[config.mk]
export PLATFORM = sky130hd
export DESIGN_NAME = div_unit_flat
export DESIGN_NICKNAME = d
export VERILOG_FILES = /design/src/rtl/div_unit_if.sv /design/src/rtl/div_unit.sv /design/src/flat_wrapper.sv
export SDC_FILE = /design/constraint.sdc
export NUM_CORES = 1
export LEC_CHECK = 0
export BUFFER_PORTS_ARGS = -buffer_cell sky130_fd_sc_hd__buf_2
export CORE_MARGIN = 8
export CORE_UTILIZATION = 25
export CTS_CLUSTER_DIAMETER = 100
export CTS_CLUSTER_SIZE = 30
export DETAILED_ROUTE_END_ITERATION = 6
export GPL_ROUTABILITY_DRIVEN = 0
export PLACE_DENSITY = 0.4
export REMOVE_ABC_BUFFERS = 1
export SLEW_MARGIN = 20
export SYNTH_ARGS = -nofsm -noshare
export SYNTH_HDL_FRONTEND = slang
export SYNTH_SLANG_ARGS = --single-unit
[constraint.sdc]
create_clock -name Clk -period 4.7 [get_ports Clk]
set_input_delay 0.94 -clock Clk [delete_from_list [all_inputs] [get_ports Clk]]
set_output_delay 0.94 -clock Clk [all_outputs]
set_load 0.03 [all_outputs]
[src/rtl/div_unit_if.sv]
// Request/result bundle between the ID/EX operand path and the iterative divider.
// Handshake: Start is a one-edge request honoured only while Busy=0 and Done=0; Done is a one-cycle result strobe.
interface div_unit_if #(
  parameter int WIDTH = 32
);
  logic             Start;
  logic             Signed;
  logic [WIDTH-1:0] Dividend;
  logic [WIDTH-1:0] Divisor;
  logic             Abort;
  logic             Busy;
  logic             Done;
  logic [WIDTH-1:0] Quotient;
  logic [WIDTH-1:0] Remainder;
  logic             DivByZero;

  modport master (
    output Start, Signed, Dividend, Divisor, Abort,
    input  Busy, Done, Quotient, Remainder, DivByZero
  );

  modport slave (
    input  Start, Signed, Dividend, Divisor, Abort,
    output Busy, Done, Quotient, Remainder, DivByZero
  );
endinterface

[src/rtl/div_unit.sv]
// Iterative restoring divider (div/divu) for the EX stage: one quotient bit per cycle,
// sign-fixed quotient/remainder registered for the HI/LO write path.
module div_unit #(
  parameter int WIDTH = 32
) (
  input  logic        Clk,
  input  logic        Reset_n,
  div_unit_if.slave   bus,
  output logic [1:0]  state_dbg
);

  typedef enum logic [1:0] {
    IDLE = 2'd0,
    CALC = 2'd1,
    DONE = 2'd2
  } state_t;

  localparam int CW = $clog2(WIDTH + 1);
  localparam logic [CW-1:0]    LAST    = CW'(WIDTH - 1);
  localparam logic [CW-1:0]    CNT_ONE = CW'(1);
  localparam logic [WIDTH-1:0] ONE     = WIDTH'(1);

  state_t           state_q, state_d;
  logic [CW-1:0]    count_q;
  logic [WIDTH-1:0] rem_q, quo_q, div_q;
  logic             q_neg_q, r_neg_q, dbz_q;
  logic             busy_q, done_q, dbz_out_q;
  logic [WIDTH-1:0] quot_out_q, rem_out_q;

  // Restoring step: shifted remainder is WIDTH+1 bits, the top bit of the
  // subtraction result is the borrow that decides keep/restore.
  logic [WIDTH:0]   shifted;
  logic [WIDTH+1:0] trial;
  logic             fits;
  logic [WIDTH-1:0] rem_nxt, quo_nxt, quo_fix, rem_fix;

  logic             sign_a, sign_b, div_zero_in;

  always_comb begin
    shifted = {rem_q, quo_q[WIDTH-1]};
    trial   = {1'b0, shifted} - {2'b00, div_q};
    fits    = ~trial[WIDTH+1];
    rem_nxt = fits ? trial[WIDTH-1:0] : shifted[WIDTH-1:0];
    quo_nxt = {quo_q[WIDTH-2:0], fits};
    quo_fix = (q_neg_q && !dbz_q) ? (~quo_nxt + ONE) : quo_nxt;
    rem_fix = (r_neg_q && !dbz_q) ? (~rem_nxt + ONE) : rem_nxt;
  end

  assign sign_a      = bus.Signed & bus.Dividend[WIDTH-1];
  assign sign_b      = bus.Signed & bus.Divisor[WIDTH-1];
  assign div_zero_in = (bus.Divisor == '0);

  always_comb begin
    state_d = state_q;
    case (state_q)
      IDLE:    if (bus.Start && !bus.Abort) state_d = CALC;
      CALC: begin
        if (bus.Abort)            state_d = IDLE;
        else if (count_q == LAST) state_d = DONE;
      end
      DONE:    state_d = IDLE;
      default: state_d = IDLE;
    endcase
  end

  always_ff @(posedge Clk) begin
    if (!Reset_n) begin
      state_q <= IDLE;
      busy_q  <= 1'b0;
      done_q  <= 1'b0;
    end else begin
      state_q <= state_d;
      busy_q  <= (state_d != IDLE);
      done_q  <= (state_d == DONE);
    end
  end

  // A zero divisor keeps the raw dividend so the all-ones walk leaves it in rem untouched.
  always_ff @(posedge Clk) begin
    if (!Reset_n) begin
      count_q    <= '0;
      rem_q      <= '0;
      quo_q      <= '0;
      div_q      <= '0;
      q_neg_q    <= 1'b0;
      r_neg_q    <= 1'b0;
      dbz_q      <= 1'b0;
      quot_out_q <= '0;
      rem_out_q  <= '0;
      dbz_out_q  <= 1'b0;
    end else begin
      case (state_q)
        IDLE: begin
          if (bus.Start && !bus.Abort) begin
            count_q <= '0;
            rem_q   <= '0;
            quo_q   <= (sign_a && !div_zero_in) ? (~bus.Dividend + ONE) : bus.Dividend;
            div_q   <= sign_b ? (~bus.Divisor + ONE) : bus.Divisor;
            q_neg_q <= sign_a ^ sign_b;
            r_neg_q <= sign_a;
            dbz_q   <= div_zero_in;
          end
        end
        CALC: begin
          if (!bus.Abort) begin
            rem_q   <= rem_nxt;
            quo_q   <= quo_nxt;
            count_q <= count_q + CNT_ONE;
            if (count_q == LAST) begin
              quot_out_q <= quo_fix;
              rem_out_q  <= rem_fix;
              dbz_out_q  <= dbz_q;
            end
          end
        end
        default: ;
      endcase
    end
  end

  assign bus.Busy      = busy_q;
  assign bus.Done      = done_q;
  assign bus.Quotient  = quot_out_q;
  assign bus.Remainder = rem_out_q;
  assign bus.DivByZero = dbz_out_q;
  assign state_dbg     = state_q;

endmodule

[src/flat_wrapper.sv]
// flat-port wrapper written by rule: the top's interface ports become plain ports
module div_unit_flat 
#(
  parameter int WIDTH = 32
)
  (Clk, Reset_n, state_dbg, bus_Start, bus_Signed, bus_Dividend, bus_Divisor, bus_Abort, bus_Busy, bus_Done, bus_Quotient, bus_Remainder, bus_DivByZero);
  div_unit_if #(.WIDTH(WIDTH)) bus_i ();
  input  logic Clk;
  input  logic Reset_n;
  output logic [1:0] state_dbg;
  input wire logic [$bits(bus_i.Start)-1:0] bus_Start;
  input wire logic [$bits(bus_i.Signed)-1:0] bus_Signed;
  input wire logic [$bits(bus_i.Dividend)-1:0] bus_Dividend;
  input wire logic [$bits(bus_i.Divisor)-1:0] bus_Divisor;
  input wire logic [$bits(bus_i.Abort)-1:0] bus_Abort;
  output wire logic [$bits(bus_i.Busy)-1:0] bus_Busy;
  output wire logic [$bits(bus_i.Done)-1:0] bus_Done;
  output wire logic [$bits(bus_i.Quotient)-1:0] bus_Quotient;
  output wire logic [$bits(bus_i.Remainder)-1:0] bus_Remainder;
  output wire logic [$bits(bus_i.DivByZero)-1:0] bus_DivByZero;
  assign bus_i.Start = bus_Start;
  assign bus_i.Signed = bus_Signed;
  assign bus_i.Dividend = bus_Dividend;
  assign bus_i.Divisor = bus_Divisor;
  assign bus_i.Abort = bus_Abort;
  assign bus_Busy = bus_i.Busy;
  assign bus_Done = bus_i.Done;
  assign bus_Quotient = bus_i.Quotient;
  assign bus_Remainder = bus_i.Remainder;
  assign bus_DivByZero = bus_i.DivByZero;
  div_unit #(.WIDTH(WIDTH)) u_core (.Clk(Clk), .Reset_n(Reset_n), .bus(bus_i), .state_dbg(state_dbg));
endmodule
==> results of run 1 <==
## final timing paths
| check | start | slack, ns | endpoint | cells past startpoint |
|---|---|---|---|---|
| min reg2reg | u_core.bus.Remainder[4] | 0.45 | u_core.bus.Remainder[4] | 2 |
| max reg2reg | u_core.div_q[24] | 0.37 | u_core.bus.Remainder[26] | 19 |
| max | u_core.div_q[24] | 0.37 | u_core.bus.Remainder[26] | 19 |
| min | u_core.bus.Remainder[4] | 0.45 | u_core.bus.Remainder[4] | 2 |
## cell families (layout without fill, tap and decap cells)
kind of cell             Yosys count  count (layout)  synth area share (%)
AO/OA/AOI/OAI                    471             471                  27.2
XOR/XNOR                         125             125                  9.41
adder cells (fa/ha/maj)           38              38                  4.12
buffers and inverters            154             271                  5.11
flip-flops                       174             174                  29.7
multiplexers                      11              11                 0.951
other                              0               3                     0
AND/OR/NAND/NOR                  585             585                  23.5
## cells in the mapped netlist (4+ instances only)
cell type	count	share of area (%)
nand2_1	191	6.1
nor2_1	180	5.8
dfxtp_1	174	30
a21oi_1	143	6.1
clkbuf_1	73	2.3
o21ai_0	68	2.9
xnor2_1	68	5.1
inv_1	62	2.0
xor2_1	56	4.2
a211oi_1	53	3.4
a22oi_1	52	3.3
nand3_1	39	1.7
ha_1	37	4.0
nor3_1	36	1.5
or3_1	25	1.3
o31ai_1	21	1.3
nor4_1	19	1.0
and3_1	18	0.96
o211ai_1	17	1.1
a31oi_1	15	0.80
a21o_1	13	0.83
and2_1	13	0.69
or4_1	13	0.83
buf_2	12	0.51
a311oi_1	10	0.75
mux2i_1	10	0.85
nand2b_1	10	0.53
nand4_1	8	0.43
a211o_1	6	0.45
a32oi_1	6	0.45
o21a_1	6	0.38
or2_2	6	0.32
a31o_2	5	0.37
nor2b_1	5	0.27
o211a_1	5	0.43
o41ai_1	5	0.37
and4_1	4	0.30
nor3b_1	4	0.26
o21ai_1	4	0.17
## layout by cell type (no fill, tap or decap), types with 6 or more instances in the layout
cell type	Yosys	layout
a211o_1	6	6
a211oi_1	53	53
a21o_1	13	13
a21oi_1	143	143
a22oi_1	52	52
a311oi_1	10	10
a31oi_1	15	15
a32oi_1	6	6
and2_1	13	12
and3_1	18	18
buf_2	12	137
buf_4	1	34
clkbuf_16	0	17
dfxtp_1	174	174
ha_1	37	37
inv_1	62	62
inv_6	0	7
mux2i_1	10	10
nand2_1	191	189
nand2b_1	10	9
nand3_1	39	39
nand4_1	8	8
nor2_1	180	178
nor3_1	36	36
nor4_1	19	19
o211ai_1	17	17
o21a_1	6	6
o21ai_0	68	68
o31ai_1	21	21
or2_2	6	6
or3_1	25	25
or4_1	13	13
xnor2_1	68	68
xor2_1	56	56
## worst max-delay path, stage by stage, from the launching register on
cell	delay (ns)
dfxtp_1	0.34
inv_1	0.04
ha_1	0.39
and4_1	0.30
and3_1	0.21
a31o_2	0.25
a31oi_1	0.23
nand2_2	0.16
a21oi_1	0.27
inv_1	0.08
ha_1	0.21
inv_1	0.10
a2111oi_4	0.05
nor4b_4	0.18
and3_1	0.24
a32oi_1	0.46
nor3_2	0.09
buf_4	0.18
and3_1	0.15
o31a_1	0.26
## metrics by stage
stage	hold WS, ns	instance area [sq um]	setup TNS (ns)	cells	setup WS (ns)
floorplan	0.432	11400	-675.91	1468	-8.51
global placement	0.439	13200	0	2250	0.436
detailed placement	0.444	13200	0	2250	0.359
CTS	0.453	13800	0	2282	0.305
global route	0.476	13800	0	2282	0.0247
finish	0.452	13800	0	2285	0.372
## layer usage
layer	vias up	routed length, microns	GRT usage (%)	part of all wire (%)
li1	5852	-	-	-
met1	5521	20700	21.3	47
met2	248	19700	25.3	45
met3	66	2150	3.47	4.9
met4	10	1320	7.00	3.0
met5	-	72	0	0.16
## flip-flops by register name (all words and copies together) (netlist names), 2 cells and up
register	cells
u_core.quo_q	32
u_core.bus.Quotient	32
u_core.rem_q	32
u_core.count_q	6
u_core.state_dbg	2
u_core.bus.Remainder	32
u_core.div_q	32
## cell type report
cell class | instances | area (sq um) | share of cell area [%]
Antenna cell | 3 | 7.51 | 0.0543
Clock buffer | 18 | 439 | 3.18
Clock inverter | 14 | 189 | 1.37
Inverter | 64 | 243 | 1.76
Multi-Input combinational cell | 1230 | 7670 | 55.5
Sequential cell | 174 | 3480 | 25.2
Tap cell | 607 | 759 | 5.50
Timing Repair Buffer | 175 | 1020 | 7.39
## power by group
part	leakage [uW]	internal [uW]	switching, uW
combinational	0.00363	336	606
sequential	0.00141	1510	34.3
clock	0.000303	868	726
total	0.00534	2720	1370
==> summary.txt, run 1 <==
Floorplan
  • Die width: 232 microns
  • Core area: 46400 sq um
  • Die area: 54000 sq um
  • Initial Utilization: 25.3%
  • Die Ht: approximately 230 microns
  • IO Pins: roughly 140
  • # rows: 79

Setup path
  • Worst-path maximum fanout: 8
  • Required time worst endpoint: 5.08 ns
  • Worst EP arrival: between 4 and 5 ns
  • Crit end category: flop
  • CP Launch Type: flop
  • Setup CP Type: reg2reg

Timing
  • Fin crit period: 4.33 ns
  • Max Fclk: around 0.23 GHz
  • Final setup viols: 0
  • Fin. Hold Viols: 0
  • Max Clock Skew: 0.0157 ns
  • Worst slew margin: 32.8%
  • RSZ-0062 raised after global routing: no
  • Slew of the pin with the lowest slew margin: 1.01 ns
  • Max-slew violation count: 0
  • Crit share post-route: between 90 and 100%

Global routing
  • Initial antenna violation count: 8
  • GRT overflow: 0
  • Vias in the first global route: 11305
  • Largest net degree at the start of global routing: 76
  • First-pass GRT wire length: 67800 microns
  • Total GRT Usage: between 15 and 20%

Job
  • Max Cap Viol: 0

Logic synthesis
  • Post-synthesis sequential area ratio: between 20% and 30%
  • Synth Instances: approximately 1600
  • Yosys reg bits: 174
  • Cell area after synthesis: 11700 sq um
  • Number of warning messages in the yosys log: 0
  • Avg Cell Area, Syn: 7.52 sq um
  • Post-synth EDFFs: 0
  • Post-synth top flop: dfxtp_1
  • Netlist cell types: 85
  • Async SR Flop Fraction: 0%

Clock tree
  • Worst-case clock buffer depth: 2
  • CTS Root Cell: clkbuf_16
  • TritonCTS buffer count: 17
  • Postcts setup bufs: 0
  • Worst-Skew Late Latency: about 0.5 ns
  • Clock transition at path regs: 0.07 ns
  • Post-CTS Resized: 0
  • Sink Count: 174
  • Hold buffer count at cts: 0
  • CTS H-tree lvls: 4
  • CTS tree: done

Routing
  • Routed WL: 44000 microns
  • DRT iter0 DRCs: 760
  • Average wire per standard cell: 19.3 microns
  • Via/cell ratio: 5.12
  • First-pass iteration count of the detailed router: 5
  • Antenna violation net count after detailed routing: 0
  • Routed via count: 11697
  • DRC Markers: 0

Pwr
  • VDD IR-drop max: roughly 0.00025 V
  • Leakage: 0.00534 uW
  • Pwr per Cell Area: 296 nW/um^2
  • Total power: a little over 4000 uW

Finish
  • Fill cells: roughly 5000
  • Area growth syn-to-layout: 17.9%
  • NumNets Final: 1769
  • Final core occ: between 20 and 30%
  • Share of cells above drive strength 1: roughly 15%

Outcome
  • Status: completed

Placement
  • Port-buffer cells: 137
  • Detailed-placement wirelength estimate: 32900 microns

Worst hold path
  • Tightest Hold Check Type: reg2reg
(Power assumes the default switching activity.)
==> run 2, diff against run 1 <==
--- a/config.mk
+++ b/config.mk
@@ -5,6 +5,7 @@
 export SDC_FILE = /design/constraint.sdc
 export NUM_CORES = 1
 export LEC_CHECK = 0
+export ABC_AREA = 1
 export BUFFER_PORTS_ARGS = -buffer_cell sky130_fd_sc_hd__buf_2
 export CORE_MARGIN = 8
 export CORE_UTILIZATION = 25
@@ -12,7 +13,7 @@
 export CTS_CLUSTER_SIZE = 30
 export DETAILED_ROUTE_END_ITERATION = 6
 export GPL_ROUTABILITY_DRIVEN = 0
-export PLACE_DENSITY = 0.4
+export PLACE_DENSITY = 0.44
 export REMOVE_ABC_BUFFERS = 1
 export SLEW_MARGIN = 20
 export SYNTH_ARGS = -nofsm -noshare
==> summary.txt, run 2 <==
Logic synthesis
  • Netlist cell types: 51
  • Ranking of synthesized cells by area: dfxtp_1 28%, nand2_1 18%, inv_1 8.7%, nor2_1 6.4%, a21oi_1 5.5%
  • Post-synth top flop: dfxtp_1
  • Post-synthesis sequential area ratio: 27.9%
  • Async SR Flop Fraction: 0%
  • Cell area after synthesis: ~12000 sq um
  • Post-synth EDFFs: 0
  • Most common cell in the netlist: nand2_1
  • Synth top area share: roughly 28%
  • Largest area contributor in the netlist: dfxtp_1
  • Post-synth top cells: 594 x nand2_1, 288 x inv_1, 213 x nor2_1, 174 x dfxtp_1, 138 x a21oi_1
  • Synth Instances: roughly 2100
  • Yosys reg bits: about 170
  • Avg Cell Area, Syn: 6.05 sq um
  • Number of warning messages in the yosys log: 0

Finish
  • Design Area, Final: 14500 sq um
  • Area growth syn-to-layout: 16.3%
  • NumNets Final: 2280
  • Fill cells: 5612
  • Ant diodes: 0
  • Commonest non-fill, non-tap cell in the layout: nand2_1
  • Most frequent cells in the layout: 594 x nand2_1, 287 x inv_1, 211 x nor2_1, 174 x dfxtp_1, 138 x a21oi_1
  • Share of cells above drive strength 1: 12.2%
  • Multi-input combinational cell area: 7560 sq um
  • Reg area: between 3000 and 4000 sq um
  • Filler-free cell count of the finished design: 2858

Routing
  • Average wire per standard cell: 17.0 microns
  • DRC Markers: 0
  • DRT iter0 DRCs: approximately 1200
  • Routed WL: approximately 50000 microns
  • Via/cell ratio: 4.70
  • Routed via count: about 13000
  • Antenna violation net count after detailed routing: 0
  • First-pass iteration count of the detailed router: 7

Clock tree
  • Post-CTS Resized: 0
  • Clock transition at path regs: about 0.08 ns
  • Sink Count: 174
  • Worst-case clock buffer depth: 2
  • CTS tree: done
  • Hold buffer count at cts: 0
  • TritonCTS buffer count: 17
  • Postcts setup bufs: 0
  • CTS Root Cell: clkbuf_16
  • CTS H-tree lvls: 4
  • Worst-Skew Late Latency: between 0.4 and 0.5 ns

Setup path
  • Worst-path maximum fanout: 16
  • Worst EP arrival: between 4 and 5 ns
  • CP max stage delay: 0.34 ns
  • Setup CP Type: reg2reg
  • Crit-path leading delay family: simple AND/OR/NAND/NOR gates
  • CP max-delay cell: ha_1
  • Crit end category: flop
  • Required time worst endpoint: 5.12 ns
  • Buf/Inv on CP: 4
  • R2R Setup Slk: approximately 0.69 ns
  • CP Launch Type: flop

Placement
  • Post-DP Area: 13900 sq um
  • Inst Count DP: 2826
  • Setup WS pre-CTS: 0.790 ns
  • Port-buffer cells: 137
  • Detailed-placement wirelength estimate: about 38000 microns

Timing
  • Max-slew violation count: 0
  • Worst slew margin: 36.4%
  • Max Fclk: 0.250 GHz
  • Final setup viols: 0
  • Fin crit period: 4.01 ns
  • Crit share post-route: 85.2%
  • Final worst setup slack: approximately 0.69 ns
  • RSZ-0062 raised after global routing: no
  • Max Clock Skew: 0.0156 ns
  • Fin. Hold Viols: 0
  • Slew of the pin with the lowest slew margin: between 0.9 and 1 ns

Floorplan
  • # rows: 82
  • Die width: 239 microns
  • Die area: 57400 sq um
  • Initial Utilization: 25.1%
  • IO Pins: 138
  • Die Ht: 239 microns
  • Core area: 49800 sq um

Pwr
  • VDD IR-drop max: 0.000196 V
  • Leakage: 0.00727 uW
  • Pwr per Cell Area: ~270 nW/um^2

Global routing
  • Initial antenna violation count: 0
  • GRT overflow: 0
  • Vias in the first global route: between 10000 and 15000
  • Largest net degree at the start of global routing: 60
  • Total GRT Usage: 16.7%
  • First-pass GRT wire length: 74400 microns

Worst hold path
  • Tightest Hold Check Type: reg2reg

Job
  • Max Cap Viol: 0

Outcome
  • Status: completed
-- run 2: changes by cell type after synthesis, sizes merged, moves of 48 or more --
cell    delta
nand2    +427
o21ai     +64
a22oi     -53
inv      +235
nor2      +48
a211oi    -51
nand3     +71
-- run 2: cell families after synthesis --
family	count (synthesis)	share of synthesized area (%)
AND/OR/NAND/NOR	1037	35.0
buffers and inverters	375	11.6
AO/OA/AOI/OAI	366	16.5
flip-flops	174	27.9
XOR/XNOR	73	5.12
adder cells (fa/ha/maj)	38	3.87
-- run 2: worst min-delay path, cell delays in order (launching register included) --
cell     delay (ns)
dfxtp_1        0.33
nand2_1        0.06
a21oi_1        0.06
-- run 2: area by class of cell --
| type | count | share of cell area (%) |
|---|---|---|
| clock inverter | 15 | 1.28 |
| multi-input combinational | 1514 | 52.1 |
| tap | 672 | 5.79 |
| sequential | 174 | 24.0 |
| clock buffer | 17 | 2.93 |
| inverter | 304 | 7.86 |
| timing repair buffer | 162 | 6.12 |
-- run 2: layer usage --
| metal | up-vias | global-route usage, % | share of wire, % |
|---|---|---|---|
| met5 | - | 0 | 0 |
| met4 | 0 | 3.40 | 1.4 |
| met3 | 35 | 3.04 | 4.8 |
| met2 | 324 | 28.3 | 47 |
| met1 | 6234 | 22.0 | 47 |
| li1 | 6827 | - | - |
-- run 2: through the flow --
stage               util (%)  hold WS (ns)  setup TNS, ns  power, uW
CTS                     29.2         0.494              0       4000
detailed placement      28.0         0.482              0       2450
finish                  29.2         0.495              0       3960
floorplan                  -         0.453         -40.15       2140
global route            29.2         0.510              0       4170
global placement        28.0         0.471              0       2450
-- run 2: where the power goes --
part           switching (uW)  leakage [uW]  total [uW]  internal [uW]
combinational             616       0.00557         883            267
sequential               30.8       0.00141        1540           1510
clock                     734      0.000283        1540            802
-- run 2: worst paths after layout --
kind                                       start                       to  cells past startpoint
worst max-delay path             u_core.div_q[8]  u_core.bus.Quotient[30]                     25
worst min-delay path            u_core.rem_q[14]         u_core.rem_q[14]                      2
worst max register to register   u_core.div_q[8]  u_core.bus.Quotient[30]                     25
worst min register to register  u_core.rem_q[14]         u_core.rem_q[14]                      2
